==> config.mk <==
export PLATFORM = sky130hd
export DESIGN_NAME = ps2_rx_fifo
export DESIGN_NICKNAME = d
export VERILOG_FILES = /design/src/rtl/ps2_pkg.sv /design/src/rtl/sync_fifo.sv /design/src/rtl/ps2_rx_fifo.sv
export SDC_FILE = /design/constraint.sdc
export NUM_CORES = 1
export LEC_CHECK = 0
export CORE_ASPECT_RATIO = 1.1
export CORE_MARGIN = 8
export CORE_UTILIZATION = 50
export DETAILED_ROUTE_END_ITERATION = 10
export DONT_BUFFER_PORTS = 1
export GPL_ROUTABILITY_DRIVEN = 0
export PLACE_DENSITY = 0.63
export SLEW_MARGIN = 20
export SYNTH_ARGS = -nofsm -noshare
export SYNTH_HDL_FRONTEND = slang
export SYNTH_SLANG_ARGS = --single-unit
==> constraint.sdc <==
create_clock -name clk -period 5.04 [get_ports clk]
set_input_delay 0.756 -clock clk [delete_from_list [all_inputs] [get_ports clk]]
set_output_delay 0.756 -clock clk [all_outputs]
set_load 0.05 [all_outputs]
==> src/rtl/ps2_pkg.sv <==
// Shared PS/2 receiver definitions: frame FSM states, frame constants and
// the odd-parity check used when the stop bit is sampled.
package ps2_pkg;

    typedef enum logic [1:0] {
        IDLE   = 2'd0,
        DATA   = 2'd1,
        PARITY = 2'd2,
        STOP   = 2'd3
    } ps2_state_e;

    localparam int   DATA_BITS  = 8;
    localparam logic ODD_PARITY = 1'b1;

    // A frame is good when the data byte plus its parity bit has an odd
    // number of ones.
    function automatic logic odd_parity_ok(input logic [DATA_BITS-1:0] data,
                                           input logic                 par);
        return ((^{data, par}) == ODD_PARITY);
    endfunction

endpackage

==> src/rtl/sync_fifo.sv <==
// Synchronous first-word-fall-through FIFO with occupancy count.
// The head word and valid flag are registered: they are computed from the
// next-state pointers so the head is correct on the edge that pushes or pops.
module sync_fifo #(
    parameter int WIDTH = 8,
    parameter int DEPTH = 8
) (
    input  logic                     clk,
    input  logic                     res,
    input  logic                     wr,
    input  logic [WIDTH-1:0]         wr_data,
    input  logic                     rd,
    output logic [WIDTH-1:0]         rd_data,
    output logic                     rd_valid,
    output logic [$clog2(DEPTH):0]   count,
    output logic                     drop
);

    localparam int             AW   = $clog2(DEPTH);
    localparam int             CW   = AW + 1;
    localparam logic [CW-1:0]  FULL = CW'(DEPTH);

    logic [WIDTH-1:0] mem_r [DEPTH];
    logic [AW-1:0]    wr_ptr_r;
    logic [AW-1:0]    rd_ptr_r;
    logic [CW-1:0]    count_r;
    logic [WIDTH-1:0] head_r;
    logic             valid_r;

    logic             do_rd_s;
    logic             do_wr_s;
    logic [AW-1:0]    rd_ptr_nxt_s;
    logic [AW-1:0]    wr_ptr_nxt_s;
    logic [CW-1:0]    count_nxt_s;
    logic [WIDTH-1:0] head_nxt_s;
    logic             valid_nxt_s;

    // Decide which operations take effect and derive next pointers/count/head.
    always_comb begin
        do_rd_s      = rd && (count_r != {CW{1'b0}});
        // A full FIFO still accepts a write when a read frees a slot in the same cycle.
        do_wr_s      = wr && ((count_r != FULL) || do_rd_s);
        drop         = wr && !do_wr_s;
        rd_ptr_nxt_s = do_rd_s ? (rd_ptr_r + AW'(1)) : rd_ptr_r;
        wr_ptr_nxt_s = do_wr_s ? (wr_ptr_r + AW'(1)) : wr_ptr_r;
        case ({do_wr_s, do_rd_s})
            2'b10:   count_nxt_s = count_r + CW'(1);
            2'b01:   count_nxt_s = count_r - CW'(1);
            default: count_nxt_s = count_r;
        endcase
        valid_nxt_s = (count_nxt_s != {CW{1'b0}});
        if (!valid_nxt_s) begin
            head_nxt_s = {WIDTH{1'b0}};
        end else if (do_wr_s && (wr_ptr_r == rd_ptr_nxt_s)) begin
            head_nxt_s = wr_data;
        end else begin
            head_nxt_s = mem_r[rd_ptr_nxt_s];
        end
    end

    // Storage array; written only when a push is accepted.
    always_ff @(posedge clk) begin
        if (do_wr_s) begin
            mem_r[wr_ptr_r] <= wr_data;
        end
    end

    // Pointers, occupancy and the registered head word.
    always_ff @(posedge clk) begin
        if (res) begin
            wr_ptr_r <= {AW{1'b0}};
            rd_ptr_r <= {AW{1'b0}};
            count_r  <= {CW{1'b0}};
            head_r   <= {WIDTH{1'b0}};
            valid_r  <= 1'b0;
        end else begin
            wr_ptr_r <= wr_ptr_nxt_s;
            rd_ptr_r <= rd_ptr_nxt_s;
            count_r  <= count_nxt_s;
            head_r   <= head_nxt_s;
            valid_r  <= valid_nxt_s;
        end
    end

    assign rd_data  = head_r;
    assign rd_valid = valid_r;
    assign count    = count_r;

endmodule

==> src/rtl/ps2_rx_fifo.sv <==
// PS/2 receiver: pin synchronisation, glitch filtering on the ce strobe,
// falling-edge frame decoding with parity/stop checks and an inter-edge
// timeout, feeding a first-word-fall-through byte FIFO with sticky errors.
module ps2_rx_fifo
    import ps2_pkg::*;
#(
    parameter int FIFO_DEPTH = 8,
    parameter int FILTER_LEN = 4,
    parameter int TIMEOUT    = 2000,
    parameter int DROP_BAD   = 1
) (
    input  logic                          clk,
    input  logic                          res,
    input  logic                          ce,
    input  logic                          ps2_clock,
    input  logic                          ps2_data,
    input  logic                          rd,
    input  logic                          err_clr,
    output logic [7:0]                    rx_data,
    output logic                          rx_valid,
    output logic [$clog2(FIFO_DEPTH):0]   rx_count,
    output logic                          err_parity,
    output logic                          err_frame,
    output logic                          overflow
);

    localparam int            TW       = $clog2(TIMEOUT);
    localparam int            FW       = $clog2(FILTER_LEN) + 1;
    localparam logic [FW-1:0] FLT_LAST = FW'(FILTER_LEN - 1);
    localparam logic [TW-1:0] TMO_LAST = TW'(TIMEOUT - 1);
    localparam logic [2:0]    BIT_LAST = 3'(DATA_BITS - 1);

    logic             clk_meta_r, clk_sync_r, data_meta_r, data_sync_r;
    logic             clk_filt_r, data_filt_r;
    logic [FW-1:0]    clk_cnt_r, data_cnt_r;
    ps2_state_e       state_r;
    logic [2:0]       bit_idx_r;
    logic [7:0]       shift_r;
    logic             par_r;
    logic [TW-1:0]    tmo_cnt_r;
    logic             err_parity_r, err_frame_r, overflow_r;

    logic             fall_s;
    logic             tmo_s;
    logic             stop_s;
    logic             par_ok_s;
    logic             push_s;
    logic             perr_s;
    logic             ferr_s;
    logic             drop_s;

    // Two-flop synchronisers; preset high so a reset looks like an idle bus.
    always_ff @(posedge clk) begin
        if (res) begin
            clk_meta_r  <= 1'b1;
            clk_sync_r  <= 1'b1;
            data_meta_r <= 1'b1;
            data_sync_r <= 1'b1;
        end else begin
            clk_meta_r  <= ps2_clock;
            clk_sync_r  <= clk_meta_r;
            data_meta_r <= ps2_data;
            data_sync_r <= data_meta_r;
        end
    end

    // Clock-line glitch filter: level follows only after FILTER_LEN equal ce samples.
    always_ff @(posedge clk) begin
        if (res) begin
            clk_filt_r <= 1'b1;
            clk_cnt_r  <= {FW{1'b0}};
        end else if (ce) begin
            if (clk_sync_r == clk_filt_r) begin
                clk_cnt_r <= {FW{1'b0}};
            end else if (clk_cnt_r == FLT_LAST) begin
                clk_filt_r <= clk_sync_r;
                clk_cnt_r  <= {FW{1'b0}};
            end else begin
                clk_cnt_r <= clk_cnt_r + FW'(1);
            end
        end
    end

    // Data-line glitch filter, same rule as the clock line.
    always_ff @(posedge clk) begin
        if (res) begin
            data_filt_r <= 1'b1;
            data_cnt_r  <= {FW{1'b0}};
        end else if (ce) begin
            if (data_sync_r == data_filt_r) begin
                data_cnt_r <= {FW{1'b0}};
            end else if (data_cnt_r == FLT_LAST) begin
                data_filt_r <= data_sync_r;
                data_cnt_r  <= {FW{1'b0}};
            end else begin
                data_cnt_r <= data_cnt_r + FW'(1);
            end
        end
    end

    // Frame events: the falling edge is the ce cycle where the filtered clock flips 1 -> 0.
    always_comb begin
        fall_s   = ce && clk_filt_r && !clk_sync_r && (clk_cnt_r == FLT_LAST);
        tmo_s    = ce && !fall_s && (state_r != IDLE) && (tmo_cnt_r == TMO_LAST);
        stop_s   = fall_s && (state_r == STOP);
        par_ok_s = odd_parity_ok(shift_r, par_r);
        push_s   = stop_s && data_filt_r && (par_ok_s || (DROP_BAD == 0));
        perr_s   = stop_s && data_filt_r && !par_ok_s;
        ferr_s   = (stop_s && !data_filt_r) || tmo_s;
    end

    // Frame FSM with its bit index, shift register, parity capture and timeout counter.
    always_ff @(posedge clk) begin
        if (res) begin
            state_r   <= IDLE;
            bit_idx_r <= 3'd0;
            shift_r   <= 8'h00;
            par_r     <= 1'b0;
            tmo_cnt_r <= {TW{1'b0}};
        end else if (ce) begin
            if (fall_s) begin
                tmo_cnt_r <= {TW{1'b0}};
                case (state_r)
                    IDLE: begin
                        if (!data_filt_r) begin
                            state_r   <= DATA;
                            bit_idx_r <= 3'd0;
                        end
                    end
                    DATA: begin
                        shift_r <= {data_filt_r, shift_r[7:1]};
                        if (bit_idx_r == BIT_LAST) begin
                            state_r <= PARITY;
                        end else begin
                            bit_idx_r <= bit_idx_r + 3'd1;
                        end
                    end
                    PARITY: begin
                        par_r   <= data_filt_r;
                        state_r <= STOP;
                    end
                    STOP: begin
                        state_r <= IDLE;
                    end
                    default: begin
                        state_r <= IDLE;
                    end
                endcase
            end else if (tmo_s) begin
                state_r   <= IDLE;
                tmo_cnt_r <= {TW{1'b0}};
            end else if (state_r != IDLE) begin
                tmo_cnt_r <= tmo_cnt_r + TW'(1);
            end else begin
                tmo_cnt_r <= {TW{1'b0}};
            end
        end
    end

    // Sticky error flags; a new event in the same cycle as err_clr keeps the flag set.
    always_ff @(posedge clk) begin
        if (res) begin
            err_parity_r <= 1'b0;
            err_frame_r  <= 1'b0;
            overflow_r   <= 1'b0;
        end else begin
            err_parity_r <= perr_s | (err_parity_r & ~err_clr);
            err_frame_r  <= ferr_s | (err_frame_r & ~err_clr);
            overflow_r   <= drop_s | (overflow_r & ~err_clr);
        end
    end

    sync_fifo #(
        .WIDTH (8),
        .DEPTH (FIFO_DEPTH)
    ) u_fifo (
        .clk      (clk),
        .res      (res),
        .wr       (push_s),
        .wr_data  (shift_r),
        .rd       (rd),
        .rd_data  (rx_data),
        .rd_valid (rx_valid),
        .count    (rx_count),
        .drop     (drop_s)
    );

    assign err_parity = err_parity_r;
    assign err_frame  = err_frame_r;
    assign overflow   = overflow_r;

endmodule

## After elaboration in Yosys (flattened, before gate mapping)

Memory sizes are Yosys's and may differ from the RTL's. A register that Yosys moved wholly into a read port is not among the register bits.
Cells that the tools add are included.

| storage, ports and cells | value |
|---|---|
| memories | 1 |
| RAM bits | 64 |
| input bits | 7 |
| bits in registers | 51 |
| word-level logic and storage cells | 109 |
| output and inout port bits | 16 |

| operators by class | value |
|---|---|
| equal/unequal tests | 16 |
| reductions and logical operators | 35 |
| bitwise operators | 10 |
| add/sub/neg operators | 8 |
| multiplexer cells | 19 |

Memory list:

| memory | depth | width | rd ports | clocked after memory_dff | wr ports | RTL line | RTL |
|---|---|---|---|---|---|---|---|
| u_fifo.mem_r | 8 | 8 | 1 | 1 | 1 | sync_fifo.sv:23 | `logic [WIDTH-1:0] mem_r [DEPTH];` |

Operator list:

| kind | number |
|---|---|
| $mux 11 | 3 |
| $mux 3 | 7 |
| $add 3x1->3 const B | 5 |
| $logic_and 1x1->1 | 14 |
| $reduce_and 3->1 | 4 |
| $add 11x1->11 const B | 1 |
| $eq 11x11->1 const B | 1 |
| $reduce_xor 9->1 | 1 |
| $mux 2 | 4 |
| $pmux 2 s4 | 1 |
| $pmux 4 s2 | 1 |
| $reduce_bool 4->1 | 2 |
| $eq 2x2->1 const B | 3 |
| $eq 3x2->1 const B | 2 |
| $ne 3x3->1 const B | 2 |
| $pmux 3 s2 | 1 |
| $reduce_bool 2->1 | 3 |
| $logic_not 1->1 | 5 |
| $reduce_and 5->1 | 1 |
| $add 4x1->4 const B | 1 |
| $eq 2x1->1 const B | 2 |
| $ne 2x2->1 const B | 2 |
| $ne 4x4->1 const B | 1 |
| $not 1->1 | 4 |
| other kinds (10) | 17 |

## Longest topological paths before layout

| depth | value |
|---|---|
| depth after elaboration | 12 |
| depth in mapped cells | 14 |
| depth with buffers taken out | 13 |

## Hierarchy

Synthesis repeated with hierarchy kept, for this count alone.

| second synthesis, totals | value |
|---|---|
| cell total of the unflattened synthesis | 513 |
| area, all modules | 5,803.1 sq um |

Modules (own cells, without submodules):

| module | sequential area each (sq um) | cells each | instances | area each (sq um) |
|---|---|---|---|---|
| sync_fifo | 2,302.2 | 309 | 1 | 3,897.5 |
| ps2_rx_fifo | 800.8 | 204 | 1 | 1,905.6 |

## Least setup slack after synthesis

Ideal clock, no wire load.

| timing | value |
|---|---|
| path type | input port to flip-flop |
| from | in ce |
| to | reg u_fifo.head_r[0] (netlist: u_fifo.rd_data[0]), read port of u_fifo.mem_r |
| setup time | 0.146 ns |
| data arrival time | 3.290 ns |
| data required time | 4.894 ns |
| buffers on the path | 1 |
| setup slack | 1.604 ns |
| stages | 13 |
| cells stage by stage | buf_2 -> nand3_1 -> nor3_1 -> mux2i_1 -> nand2_1 -> inv_1 -> ha_1 -> a21o_1 -> a21oi_1 -> nor4_1 -> or3_1 -> o211ai_2 -> a211oi_2 |

| between the ends | value |
|---|---|
| word-level cells in the longest chain between the ends | 12 |
| elaborated cells on any way between the ends | 13 |
| classes of those cells | 2 x eq/ne; 1 x mux; 1 x bitwise; 9 x reduce/logical |

RTL lines:

| what | RTL line | RTL |
|---|---|---|
| start: declaration | ps2_rx_fifo.sv:14 | `input logic ce,` |
| $logic_and 1x1->1 (*) (3 in a row) | ps2_rx_fifo.sv:103 | `fall_s = ce && clk_filt_r && !clk_sync_r && (clk_cnt_r == FLT_LAST);` |
| $logic_and 1x1->1 (*) | ps2_rx_fifo.sv:105 | `stop_s = fall_s && (state_r == STOP);` |
| $logic_and 1x1->1 (*) (2 in a row) | ps2_rx_fifo.sv:107 | `push_s = stop_s && data_filt_r && (par_ok_s \|\| (DROP_BAD == 0));` |
| $logic_and 1x1->1 (*) | sync_fifo.sv:42 | `do_wr_s = wr && ((count_r != FULL) \|\| do_rd_s);` |
| $eq 2x1->1 / $eq 2x2->1 (equally long branches) | sync_fifo.sv:46 | `case ({do_wr_s, do_rd_s})` |
| $pmux 4 s2 (*) | sync_fifo.sv:46 |  |
| $reduce_bool 4->1 (*) | sync_fifo.sv:51 | `valid_nxt_s = (count_nxt_s != {CW{1'b0}});` |
| $not 1->1 (no line) (*) | - |  |
| $reduce_or 2->1 (no line) (*) | - |  |
| end: declaration | sync_fifo.sv:27 | `logic [WIDTH-1:0] head_r;` |

Every way passes the cells marked *; elsewhere a longest branch is shown, timed or not.
A chain may end at the register's enable or synchronous reset.

## Worst setup path in the final report

| timing | value |
|---|---|
| from | reg shift_r[3] |
| to | reg u_fifo.head_r[2] (netlist: u_fifo.rd_data[2]), read port of u_fifo.mem_r |

| between the ends | value |
|---|---|
| word-level cells in the longest chain between the ends | 8 |
| elaborated cells on any way between the ends | 9 |
| classes of those cells | 2 x eq/ne; 1 x mux; 1 x bitwise; 5 x reduce/logical |

RTL lines:

| what | RTL line | RTL |
|---|---|---|
| start: declaration | ps2_rx_fifo.sv:38 | `logic [7:0] shift_r;` |
| start signal: assignment | ps2_rx_fifo.sv:131 | `shift_r <= {data_filt_r, shift_r[7:1]};` |
| $reduce_xor 9->1 (*) | ps2_pkg.sv:19 | `return ((^{data, par}) == ODD_PARITY);` |
| $logic_and 1x1->1 (*) | ps2_rx_fifo.sv:107 |  |
| $logic_and 1x1->1 (*) | sync_fifo.sv:42 |  |
| $eq 2x1->1 / $eq 2x2->1 (equally long branches) | sync_fifo.sv:46 |  |
| $pmux 4 s2 (*) | sync_fifo.sv:46 |  |
| $reduce_bool 4->1 (*) | sync_fifo.sv:51 |  |
| $not 1->1 (no line) (*) | - |  |
| $reduce_or 2->1 (no line) (*) | - |  |

Marks and branches as above.

==> impl_results.md <==
- Initial DRC count: 191
- Cell taking the most area after synthesis: edfxtp_1
- # resized after CTS: 0
- Longest Clk Path Bufs: 2
- DRT antenna net count: 0
- Post-Syn Instances: 588
- Least-Margin Pin Slew: 1.19 ns
- Register area share after synthesis: 0.475
- Number of remaining DRC errors: 0
- Core Area: 0.0130 sq mm
- Post-Syn Area: 0.00654 sq mm
- Post-DP HPWL: 9950 microns
- Status: finished clean
- Die H: 136 microns
- Clock slew at the register clock pins of the worst setup and hold paths: 0.05 ns
- Syn. warnings: 0
- Initial antenna violation count: 0
- Fin crit share: 0.778
- Post-synth ARST share: 0
- Total CTS buffers: 17
- Hold Path Stages: 1
- Fmax: 255 MHz
- Worst Clk Skew: 0.00609 ns
- R2R depth: 12
- R2r endpoint: u_fifo.rd_data[2]
- Post-synth cell types: 57
- Tmin final: 3.92 ns
- Crit path max fanout: 12
- Post-Route WL: 15,000 microns
- Die width: 125 microns
- Reg power frac: 0.404
- Number of global-route vias before repair: 4,585
- Rel. slew slack: 0.203
- Switch Pwr: 0.965 mW
- Gr usage total: 0.184
- Comb power frac: 0.246
- Peak VDD IR: 0.213 mV
- Grt total ovfl: 0
- Final setup violation count: 0
- Hold Crit Start: data_meta_r
- Slew Limit Fails: 0
- R2R Setup Slk: 1.12 ns
- Site Rows: 44
- # diodes: 0
- DR pass1 iterations: 4
- Leakage power: 2.79 nW
- CP required: 5.31 ns
- First-pass GRT wire length: 23,800 microns
- Clock sinks: 123
- Largest net degree at the start of global routing: 52
- Setup Total Neg Slack: 0 ns
- Initial core utilization: 0.503
- WL/cell: 19.8 microns
- MaxCap Viol Count: 0
- H-tree Lvls: 4
- Final hold violation count: 0
- Syn_area_per_cell: 11.1 sq um
- PortBufs: 0
- Post-synth top area share: 0.294
- Dpl cell area: 0.00672 sq mm
- Setup crit start kind: flip-flop
- Share of cells above drive strength 1: 0.126
- Ys flop type: edfxtp_1
- #FFs+latches synth: 123
- Drt via density: 5.92
- Top Ports: 23
- Worst Path Arrival: 4.19 ns
- Largest cells by area after synthesis: edfxtp_1, dfxtp_1, mux2i_1, mux2_1, mux4_2
- CTS tree: yes
- Clk root buf: clkbuf_16
- Post-synth EDFFs: 64
- Worst Hold End: data_sync_r
- Pwr dens: 419 mW/mm^2
- Nets: 604
- Clock power frac: 0.350
- Unrepaired setup endpoints after global routing: no
- Sw Ratio: 0.319
- Reg2Reg Launch Point: shift_r[3]
- Area grow syn2layout: 10.8%
- Hold Path Class: reg2reg
- CP Class: reg2reg
- Worst Setup End Kind: flip-flop
- Mapped Nets: 609
- Cell internal pwr: 2.07 mW
- CTS hold repair buffers: 0
- Die Area: 0.0170 sq mm
- Setup Buffers After CTS: 0
- Clock Latency Late Sink: 0.41 ns
- Vias: 4,482
- Design area: 0.00724 sq mm
==> worst max path at each step <==
stage | cells past startpoint | from | endpoint
CTS | 12 | shift_r[3] | u_fifo.rd_data[2]
global route | 12 | shift_r[3] | u_fifo.rd_data[2]
global placement | 12 | shift_r[4] | u_fifo.rd_data[6]
finish | 12 | shift_r[3] | u_fifo.rd_data[2]
detailed placement | 12 | shift_r[3] | u_fifo.rd_data[2]
floorplan | 13 | ce | u_fifo.rd_data[0]
==> sequential cells by signal, summed over array words and instances, names as in the netlist, 2 cells and up <==
| name | flops |
|---|---|
| u_fifo.count | 4 |
| u_fifo.wr_ptr_r | 3 |
| tmo_cnt_r | 11 |
| clk_cnt_r | 3 |
| state_r | 2 |
| bit_idx_r | 3 |
| u_fifo.rd_ptr_r | 3 |
| u_fifo.rd_data | 8 |
| shift_r | 8 |
| u_fifo.mem_r | 64 |
| data_cnt_r | 3 |
==> metal layers <==
metal | global-route usage | routed length (microns) | part of all wire | vias to the layer above
met5 | 0 | 0 | 0 | -
met4 | 0.0873 | 353 | 0.024 | 0
met3 | 0.0416 | 855 | 0.057 | 33
met2 | 0.334 | 7890 | 0.53 | 108
met1 | 0.202 | 5880 | 0.39 | 2196
li1 | - | - | - | 2145
==> power groups by stage <==
stage | clock network [mW] | logic (mW) | registers (mW)
detailed placement | 0 | 0.747 | 1.24
CTS | 1.07 | 0.748 | 1.22
floorplan | 0 | 0.573 | 1.23
finish | 1.06 | 0.745 | 1.22
global placement | 0 | 0.737 | 1.24
global route | 1.12 | 0.794 | 1.23
==> layout make-up <==
cell class | count | area [sq um]
multi-input combinational | 415 | 3270
fill | 1134 | 5750
sequential | 123 | 3100
inverter | 14 | 52.6
tap | 161 | 201
timing repair buffer | 12 | 90.1
clock buffer | 28 | 507
clock inverter | 4 | 17.5
==> cells in the final DEF, fill, tap and decap left out, drive strengths merged, types with 2 or more instances in the layout <==
cell	instances
o21ai	4
nor3	12
clkinv	6
xnor3	2
dfxtp	59
xnor2	14
a2111oi	2
nand4	7
ha	13
mux2i	46
nand2	50
a211oi	17
o2111ai	2
edfxtp	64
or3	2
inv	12
clkbuf	28
nand2b	8
mux4	16
or4	2
nor2b	4
nand3	16
and2	9
o32a	8
xor2	10
mux2	34
buf	12
a21oi	27
a41o	8
or2	5
nor2	73
nor4	6
==> cell usage after synthesis (2+ instances only) <==
library cell and n:
o21ai_0 2, o21ai_1 2, mux2i_1 45, o32a_1 8
a211oi_2 8, mux4_2 16, or3_1 2, ha_1 13
nor2b_1 4, nor2_1 73, and2_1 9, buf_2 8
edfxtp_1 64, xnor2_1 14, nor3_1 12, nor4_1 6
xnor3_1 2, a21oi_1 27, a41o_1 8, mux2_4 2
or4_1 2, clkbuf_1 27, inv_1 12, a211oi_1 9
nand4_1 7, nand3_1 16, nand2b_1 8, or2_2 4
dfxtp_1 59, nand2_1 50, o2111ai_1 2, clkinv_1 2
xor2_1 10, mux2_1 32
==> through the flow <==
step | setup slack, ns | power (mW) | instances | utilization | hold WS [ns]
after global routing | 0.833 | 3.14 | 757 | 0.557 | 0.392
after CTS | 1.10 | 3.05 | 757 | 0.557 | 0.397
final | 1.12 | 3.03 | 757 | 0.557 | 0.408
after detailed placement | 1.11 | 1.99 | 725 | 0.517 | 0.395
after floorplan | 1.60 | 1.80 | 588 | - | 0.389
after global placement | 1.25 | 1.98 | 725 | 0.517 | 0.394
==> cells by family after synthesis <==
| family | count (synthesis) | share of synthesized area |
|---|---|---|
| AOI/OAI and AO/OA | 76 | 0.0930 |
| xor gates and xnor gates | 27 | 0.0427 |
| adders and majority gates | 14 | 0.0279 |
| buffers and inverters | 50 | 0.0304 |
| DFF | 123 | 0.475 |
| muxes | 96 | 0.187 |
| and+or+nand+nor | 202 | 0.144 |
==> worst max-delay path, cell delays in order, from the launching register on <==
cell and delay [ns]:
dfxtp_1 0.54, xor2_1 0.12, xnor3_1 0.57, mux2i_1 0.47, nand2_1 0.16, inv_1 0.10, ha_1 0.23, a21o_1 0.18
a21oi_1 0.25, nor4_1 0.10, or3_1 0.37, o211ai_2 0.52, a211oi_2 0.15
No activity file was read; power rests on OpenSTA's default activity.
